**src/rtl/fifo_tx_ctrl_if.sv**
```systemverilog
// rtl/fifo_tx_ctrl_if.sv - push/pop/status bundle between register side, shifter side and the TX FIFO
interface fifo_tx_ctrl_if #(
    parameter int DATASIZE = 8,
    parameter int ADDRSIZE = 4
);
    logic [DATASIZE-1:0] wdata_i;
    logic                wr_en_i;
    logic                rd_en_i;
    logic                flush_i;
    logic                clr_err_i;
    logic [DATASIZE-1:0] rdata_o;
    logic                full_o;
    logic                empty_o;
    logic [ADDRSIZE:0]   count_o;
    logic                thresh_o;
    logic                overflow_o;
    logic                underflow_o;

    modport master (
        output wdata_i, wr_en_i, rd_en_i, flush_i, clr_err_i,
        input  rdata_o, full_o, empty_o, count_o, thresh_o, overflow_o, underflow_o
    );

    modport slave (
        input  wdata_i, wr_en_i, rd_en_i, flush_i, clr_err_i,
        output rdata_o, full_o, empty_o, count_o, thresh_o, overflow_o, underflow_o
    );
endinterface

```
**src/rtl/fifo_tx_ctrl.sv**
```systemverilog
// rtl/fifo_tx_ctrl.sv - single-clock first-word-fall-through transmit FIFO for the I2C byte shifter
module fifo_tx_ctrl #(
    parameter int DATASIZE  = 8,
    parameter int ADDRSIZE  = 4,
    parameter int TX_THRESH = 2
) (
    input  logic clk_i,
    input  logic rst_ni,
    fifo_tx_ctrl_if.slave bus
);
    localparam int DEPTH = 1 << ADDRSIZE;
    localparam logic [ADDRSIZE:0] THRESH = TX_THRESH[ADDRSIZE:0];

    logic [DATASIZE-1:0] r_mem [DEPTH];
    logic [ADDRSIZE:0]   r_wptr;
    logic [ADDRSIZE:0]   r_rptr;
    logic                r_overflow;
    logic                r_underflow;

    logic                w_empty;
    logic                w_full;
    logic [ADDRSIZE:0]   w_count;
    logic                w_pop;
    logic                w_push;
    logic                w_ovf_evt;
    logic                w_udf_evt;

    assign w_empty = (r_wptr == r_rptr);
    assign w_full  = (r_wptr[ADDRSIZE] != r_rptr[ADDRSIZE]) &&
                     (r_wptr[ADDRSIZE-1:0] == r_rptr[ADDRSIZE-1:0]);
    assign w_count = r_wptr - r_rptr;

    // Flush swallows both requests, so they can neither move pointers nor raise errors.
    assign w_pop     = bus.rd_en_i && !w_empty && !bus.flush_i;
    assign w_push    = bus.wr_en_i && (!w_full || w_pop) && !bus.flush_i;
    assign w_ovf_evt = bus.wr_en_i && w_full && !w_pop && !bus.flush_i;
    assign w_udf_evt = bus.rd_en_i && w_empty && !bus.flush_i;

    always_ff @(posedge clk_i) begin
        if (w_push) begin
            r_mem[r_wptr[ADDRSIZE-1:0]] <= bus.wdata_i;
        end
    end

    always_ff @(posedge clk_i or negedge rst_ni) begin
        if (!rst_ni) begin
            r_wptr <= '0;
            r_rptr <= '0;
        end else if (bus.flush_i) begin
            r_wptr <= '0;
            r_rptr <= '0;
        end else begin
            if (w_push) begin
                r_wptr <= r_wptr + 1'b1;
            end
            if (w_pop) begin
                r_rptr <= r_rptr + 1'b1;
            end
        end
    end

    // A fresh error in the same cycle as clr_err_i keeps the flag set.
    always_ff @(posedge clk_i or negedge rst_ni) begin
        if (!rst_ni) begin
            r_overflow  <= 1'b0;
            r_underflow <= 1'b0;
        end else begin
            if (w_ovf_evt) begin
                r_overflow <= 1'b1;
            end else if (bus.clr_err_i) begin
                r_overflow <= 1'b0;
            end
            if (w_udf_evt) begin
                r_underflow <= 1'b1;
            end else if (bus.clr_err_i) begin
                r_underflow <= 1'b0;
            end
        end
    end

    assign bus.rdata_o     = r_mem[r_rptr[ADDRSIZE-1:0]];
    assign bus.empty_o     = w_empty;
    assign bus.full_o      = w_full;
    assign bus.count_o     = w_count;
    assign bus.thresh_o    = (w_count <= THRESH);
    assign bus.overflow_o  = r_overflow;
    assign bus.underflow_o = r_underflow;
endmodule

```
**src/flat_wrapper.sv**
```systemverilog
// flat-port wrapper written by rule: the top's interface ports become plain ports
module fifo_tx_ctrl_flat 
#(
    parameter int DATASIZE  = 8,
    parameter int ADDRSIZE  = 4,
    parameter int TX_THRESH = 2
)
  (clk_i, rst_ni, bus_wdata_i, bus_wr_en_i, bus_rd_en_i, bus_flush_i, bus_clr_err_i, bus_rdata_o, bus_full_o, bus_empty_o, bus_count_o, bus_thresh_o, bus_overflow_o, bus_underflow_o);
  fifo_tx_ctrl_if #(.DATASIZE(DATASIZE), .ADDRSIZE(ADDRSIZE)) bus_i ();
  input  logic clk_i;
  input  logic rst_ni;
  input wire logic [$bits(bus_i.wdata_i)-1:0] bus_wdata_i;
  input wire logic [$bits(bus_i.wr_en_i)-1:0] bus_wr_en_i;
  input wire logic [$bits(bus_i.rd_en_i)-1:0] bus_rd_en_i;
  input wire logic [$bits(bus_i.flush_i)-1:0] bus_flush_i;
  input wire logic [$bits(bus_i.clr_err_i)-1:0] bus_clr_err_i;
  output wire logic [$bits(bus_i.rdata_o)-1:0] bus_rdata_o;
  output wire logic [$bits(bus_i.full_o)-1:0] bus_full_o;
  output wire logic [$bits(bus_i.empty_o)-1:0] bus_empty_o;
  output wire logic [$bits(bus_i.count_o)-1:0] bus_count_o;
  output wire logic [$bits(bus_i.thresh_o)-1:0] bus_thresh_o;
  output wire logic [$bits(bus_i.overflow_o)-1:0] bus_overflow_o;
  output wire logic [$bits(bus_i.underflow_o)-1:0] bus_underflow_o;
  assign bus_i.wdata_i = bus_wdata_i;
  assign bus_i.wr_en_i = bus_wr_en_i;
  assign bus_i.rd_en_i = bus_rd_en_i;
  assign bus_i.flush_i = bus_flush_i;
  assign bus_i.clr_err_i = bus_clr_err_i;
  assign bus_rdata_o = bus_i.rdata_o;
  assign bus_full_o = bus_i.full_o;
  assign bus_empty_o = bus_i.empty_o;
  assign bus_count_o = bus_i.count_o;
  assign bus_thresh_o = bus_i.thresh_o;
  assign bus_overflow_o = bus_i.overflow_o;
  assign bus_underflow_o = bus_i.underflow_o;
  fifo_tx_ctrl #(.DATASIZE(DATASIZE), .ADDRSIZE(ADDRSIZE), .TX_THRESH(TX_THRESH)) u_core (.clk_i(clk_i), .rst_ni(rst_ni), .bus(bus_i));
endmodule
```
**config.mk**
```make
export PLATFORM = sky130hd
export DESIGN_NAME = fifo_tx_ctrl_flat
export DESIGN_NICKNAME = d
export VERILOG_FILES = /design/src/rtl/fifo_tx_ctrl_if.sv /design/src/rtl/fifo_tx_ctrl.sv /design/src/flat_wrapper.sv
export SDC_FILE = /design/constraint.sdc
export NUM_CORES = 1
export LEC_CHECK = 0
export ABC_AREA = 1
export BUFFER_PORTS_ARGS = -buffer_cell sky130_fd_sc_hd__buf_2
export CAP_MARGIN = 20
export CORE_ASPECT_RATIO = 1.75
export CORE_MARGIN = 2
export CORE_UTILIZATION = 52
export CTS_CLUSTER_DIAMETER = 60
export DETAILED_ROUTE_END_ITERATION = 8
export HOLD_SLACK_MARGIN = 0.03
export PLACE_DENSITY = 0.67
export SLEW_MARGIN = 40
export SYNTH_ARGS = -nofsm -noshare
export SYNTH_HDL_FRONTEND = slang
export SYNTH_SLANG_ARGS = --single-unit
```
**constraint.sdc**
```tcl
create_clock -name clk_i -period 2.8 [get_ports clk_i]
set_input_delay 0.42 -clock clk_i [delete_from_list [all_inputs] [get_ports clk_i]]
set_output_delay 0.42 -clock clk_i [all_outputs]
set_load 0.03 [all_outputs]
```
Word-level counts from Yosys, hierarchy flattened
Memories as Yosys holds them, arrays and structs flattened. Index checks and enable logic that the tools add are counted.

Word-level logic and storage cells: 40. Flip-flop bits (word level): 12. Memories: 1. Bits in writable memories: 128. Output and inout bits: 18. Bits of input ports: 14.

Memories: u_core.r_mem (depth 16, width 8, read ports 1, clocked after memory_dff 0, wr ports 1, line fifo_tx_ctrl.sv:14) `logic [DATASIZE-1:0] r_mem [DEPTH];`.

Muxes and demuxes: 9. Order comparisons: 1. Reduce and logical (&&, ||, !) cells: 19. Add/subtract/negate cells: 3. Equal/unequal tests: 3.

Operators by type and width (number): two-way mux 5 bit (4); adder 5 x 1 -> 5 bit, second input constant (2); logical AND 1 bit (10); nonzero test 2 bit (4); == test 5 bit (1); less-or-equal comparator 5 x 2 -> 1 bit, second input constant (1); two-way mux 1 bit (5); subtractor 5 bit (1); == test 4 bit (1); logical NOT 1 bit (4); logical OR 1 bit (1); != test 1 bit (1).

Depth between registers and ports, before layout
Depth in word-level cells: 9. Mapped depth: 11. Mapped depth without buffers: 9.

Worst setup path before layout
No wires, ideal clock.

Path kind: register -> output. Start: register u_core.r_rptr[1]. End: output bus_thresh_o. Data arrival time: 2071 ps. Data required time: 2380 ps. Buffers on the path: 2. Stages on the path, launching flop included: 9. Setup slack: 309 ps. Cell sequence: dfrtp_1 -> buf_4 -> inv_1 -> buf_2 -> ha_1 -> nand3b_1 -> nand2_1 -> xor2_1 -> nor2_1.

Word-level cells in the longest chain between the ends: 2.

Ends and longest elaborated chain: from (decl) (line fifo_tx_ctrl.sv:16) `logic [ADDRSIZE:0] r_rptr;`; from (signal assigned) (line fifo_tx_ctrl.sv:57) `r_rptr <= r_rptr + 1'b1;`; subtractor 5 bit (line fifo_tx_ctrl.sv:31) `assign w_count = r_wptr - r_rptr;`; net bus_count_o[3] (line flat_wrapper.sv:20) `output wire logic [$bits(bus_i.count_o)-1:0] bus_count_o;`; less-or-equal comparator 5 x 2 -> 1 bit (line fifo_tx_ctrl.sv:85) `assign bus.thresh_o = (w_count <= THRESH);`; to (decl) (line flat_wrapper.sv:21) `output wire logic [$bits(bus_i.thresh_o)-1:0] bus_thresh_o;`.

The timed path passes the listed nets, and every way through them passes these cells.

Worst setup path after layout
Start: register u_core.r_rptr[0]. End: output bus_thresh_o.

Word-level cells in the longest chain between the ends: 2.

Ends and longest elaborated chain (line): subtractor 5 bit (fifo_tx_ctrl.sv:31); less-or-equal comparator 5 x 2 -> 1 bit (fifo_tx_ctrl.sv:85).

No other way between the ends.

==> qor.json <==
{
  "layout": {
    "multiInputGateArea_um2": 1830,
    "core_util_final": 0.616,
    "fill_cells": 1043,
    "synthToLayoutAreaGrowth_pct": 15.4,
    "sequential_cell_area_um2": 4150,
    "layout-drive-gt1-share": 0.127,
    "finish.net_count": 790,
    "final_common_cell": "sky130_fd_sc_hd__nand2_1",
    "layout.cells.most_common_list": "sky130_fd_sc_hd__nand2_1 (244), sky130_fd_sc_hd__inv_1 (138), sky130_fd_sc_hd__edfxtp_1 (128)",
    "antenna-diode-count": 0
  },
  "yosys": {
    "syn-num-nets": 737,
    "avgSynthCellArea_um2": 9.36,
    "seq_area_frac_synth": 0.621,
    "netlist.area_leader.share": 0.576,
    "synth_enable_flop_cells": 128,
    "syn-instance-count": 713,
    "synthesis.area_um2": 6670,
    "yosys_warnings": 0,
    "netlist_top_cells_area": "sky130_fd_sc_hd__edfxtp_1 (58%), sky130_fd_sc_hd__nand2_1 (14%), sky130_fd_sc_hd__inv_1 (7.8%)",
    "synthArstFlopShare": 0.0857,
    "postSynthRegisterBits": 140,
    "leading_area_contributor_after_synthesis": "sky130_fd_sc_hd__edfxtp_1",
    "synth.lib_cells_used.distinct": 26,
    "synth_flop_cell": "sky130_fd_sc_hd__edfxtp_1"
  },
  "routing": {
    "totalWireLength_um": 15800,
    "viasPerCell": 5.14,
    "detailedRoute.firstIterationViolations": 528,
    "avgRoutedWirePerCell_um": 16.7,
    "ant_nets": 0,
    "num_vias": 4856,
    "drt_drc_violations_left": 0,
    "firstDrtPassIters": 7
  },
  "power": {
    "p_total_w": 0.00548,
    "power_density_nw_per_um2": 712,
    "p_leak_nw": 3.61,
    "irDropWorstVdd_v": 0.000595
  },
  "grt": {
    "globalRouteOverflowTotal": 0,
    "grt_first_pass_wirelength_um": 24800,
    "grt_antenna_before_repair": 0,
    "grt_use_total": 0.247,
    "grt_max_degree": 50,
    "first_global_vias": 4832
  },
  "clock_tree": {
    "clock_tree_from_tritoncts": "yes",
    "cts_made_buffers": 17,
    "path_clk_slew_ps": 60,
    "cts_htree_levels": 4,
    "clock-root-buffer": "sky130_fd_sc_hd__clkbuf_16",
    "ctsLongestPathBuffers": 2,
    "cts_num_sinks": 140,
    "worst_skew_pair.late_latency_ps": 410
  },
  "placed_design": {
    "worst_slack_at_placement_ps": 533,
    "place.gp.congestion": 0.840,
    "place.detailed.hpwl_um": 10800,
    "number_of_i_o_port_buffers": 31
  },
  "worst_setup_path": {
    "ff2ff_setup_slack_ps": 500,
    "timing.critical_path.arrival_ps": 2240,
    "start_kind": "flip-flop",
    "worstPathMaxFanout": 7,
    "critical_path.endpoint_type": "output pin",
    "worst-endpoint-required_ps": 2380,
    "crit_type": "reg2out"
  },
  "timing": {
    "maxSlewHeadroom": 0.659,
    "postLayoutSetupSlackWorst_ps": 141,
    "maxSlewViolCount": 0,
    "final.setup_skew_ps": 6.49,
    "finalSetupViolCount": 0,
    "worst_pin_slew_ps": 510,
    "min_period_over_period": 0.949,
    "shortest_clock_period_the_worst_path_allows_after_layout_ps": 2660,
    "report.final.hold_viol_count": 0,
    "final.setup.tns_ps": 0,
    "finalHoldWorstSlack_ps": 249,
    "maximum_clock_rate_mhz": 376
  },
  "run": {
    "max_cap_viols": 0
  },
  "die": {
    "floorplan.die.height_um": 154,
    "initial_utilization": 0.534,
    "std_cell_rows": 54,
    "io_pins": 32,
    "floorplan.die_area_um2": 13800,
    "floorplan_core_area_um2": 12500,
    "chipWidth_um": 89.6
  },
  "run_status": {
    "run_status": "complete, no violations"
  },
  "min_path": {
    "worstHoldPathType": "in2reg"
  }
}
cell type report:
| cell class | count | share of cell area |
|---|---|---|
| inverters | 143 | 0.0697 |
| clock inverters | 12 | 0.0195 |
| flip-flops and latches | 140 | 0.538 |
| well taps | 168 | 0.0273 |
| repair buffers | 61 | 0.0517 |
| clock buffers | 18 | 0.0557 |
| multi-input cells | 403 | 0.238 |
Yosys cell counts (4+ instances only):
library cell               instances
sky130_fd_sc_hd__nand2_1         244
sky130_fd_sc_hd__inv_1           138
sky130_fd_sc_hd__edfxtp_1        128
sky130_fd_sc_hd__nand3_1         100
sky130_fd_sc_hd__nor2_1           27
sky130_fd_sc_hd__buf_2            14
sky130_fd_sc_hd__dfrtp_1          12
sky130_fd_sc_hd__ha_1              9
sky130_fd_sc_hd__nand4_1           7
sky130_fd_sc_hd__buf_4             4
sky130_fd_sc_hd__xor2_1            4
critical path, cell delays in order (launching register included):
cell and delay, ps:
sky130_fd_sc_hd__dfrtp_2 460, sky130_fd_sc_hd__ha_1 250, sky130_fd_sc_hd__fa_1 410, sky130_fd_sc_hd__nand3b_1 200
sky130_fd_sc_hd__nand3_1 130, sky130_fd_sc_hd__nand3_1 80, sky130_fd_sc_hd__nor2_1 100, sky130_fd_sc_hd__clkbuf_4 190
cell families (layout without fill, tap and decap cells):
family | count (synthesis) | in the layout | synth area share
AND/OR/NAND/NOR | 385 | 385 | 0.246
buffers and inverters | 170 | 234 | 0.104
AO/OA/AOI/OAI | 3 | 3 | 0.00225
flip-flops | 140 | 140 | 0.621
adder cells (fa/ha/maj) | 10 | 10 | 0.0199
XOR/XNOR | 5 | 5 | 0.00656
where the power goes:
group	switching [W]	leakage, nW	internal (W)
Combinational	0.000689	2.01	0.000279
Clock	0.000803	0.289	0.00138
Sequential	0.0000195	1.31	0.00231
flip-flops by register name, indices dropped and copies added, names as in the netlist:
| signal | count |
|---|---|
| u_core.r_rptr | 5 |
| u_core.r_mem | 128 |
| u_core.r_wptr | 5 |
| u_core.bus.underflow_o | 1 |
| u_core.bus.overflow_o | 1 |
stage by stage:
stage | instance area [um2] | std cells
after CTS | 7670 | 941
after detailed placement | 7080 | 910
after floorplan | 6670 | 713
final | 7700 | 945
after global routing | 7700 | 945
after global placement | 7080 | 910
repair_timing:
action | in CTS | in global routing
endpoints found under the setup margin | 0 | 2
buffers inserted | 0 | 4
hold buffers | 1 | 0
hold endpoints to repair | 12 | 0
resized for setup | 0 | 2
final timing paths:
check,startpoint,end,cells past startpoint
worst max-delay path,u_core.r_rptr[0],bus_thresh_o,7
worst min-delay path,bus_clr_err_i,u_core.bus.overflow_o,4
worst max register to register,u_core.r_rptr[2],u_core.r_mem[3][0],8
worst min register to register,u_core.bus.overflow_o,u_core.bus.overflow_o,2
max in group asynchronous,rst_ni,u_core.r_rptr[0],2
min in group asynchronous,rst_ni,u_core.r_wptr[3],2
per-layer routing:
metal | vias up | GRT usage | share of wire
met5 | - | 0 | 0
met4 | 0 | 0.0924 | 0.032
met3 | 36 | 0.0483 | 0.052
met2 | 181 | 0.428 | 0.53
met1 | 2290 | 0.294 | 0.38
li1 | 2349 | - | -
Power figures use the tool's default switching activity.
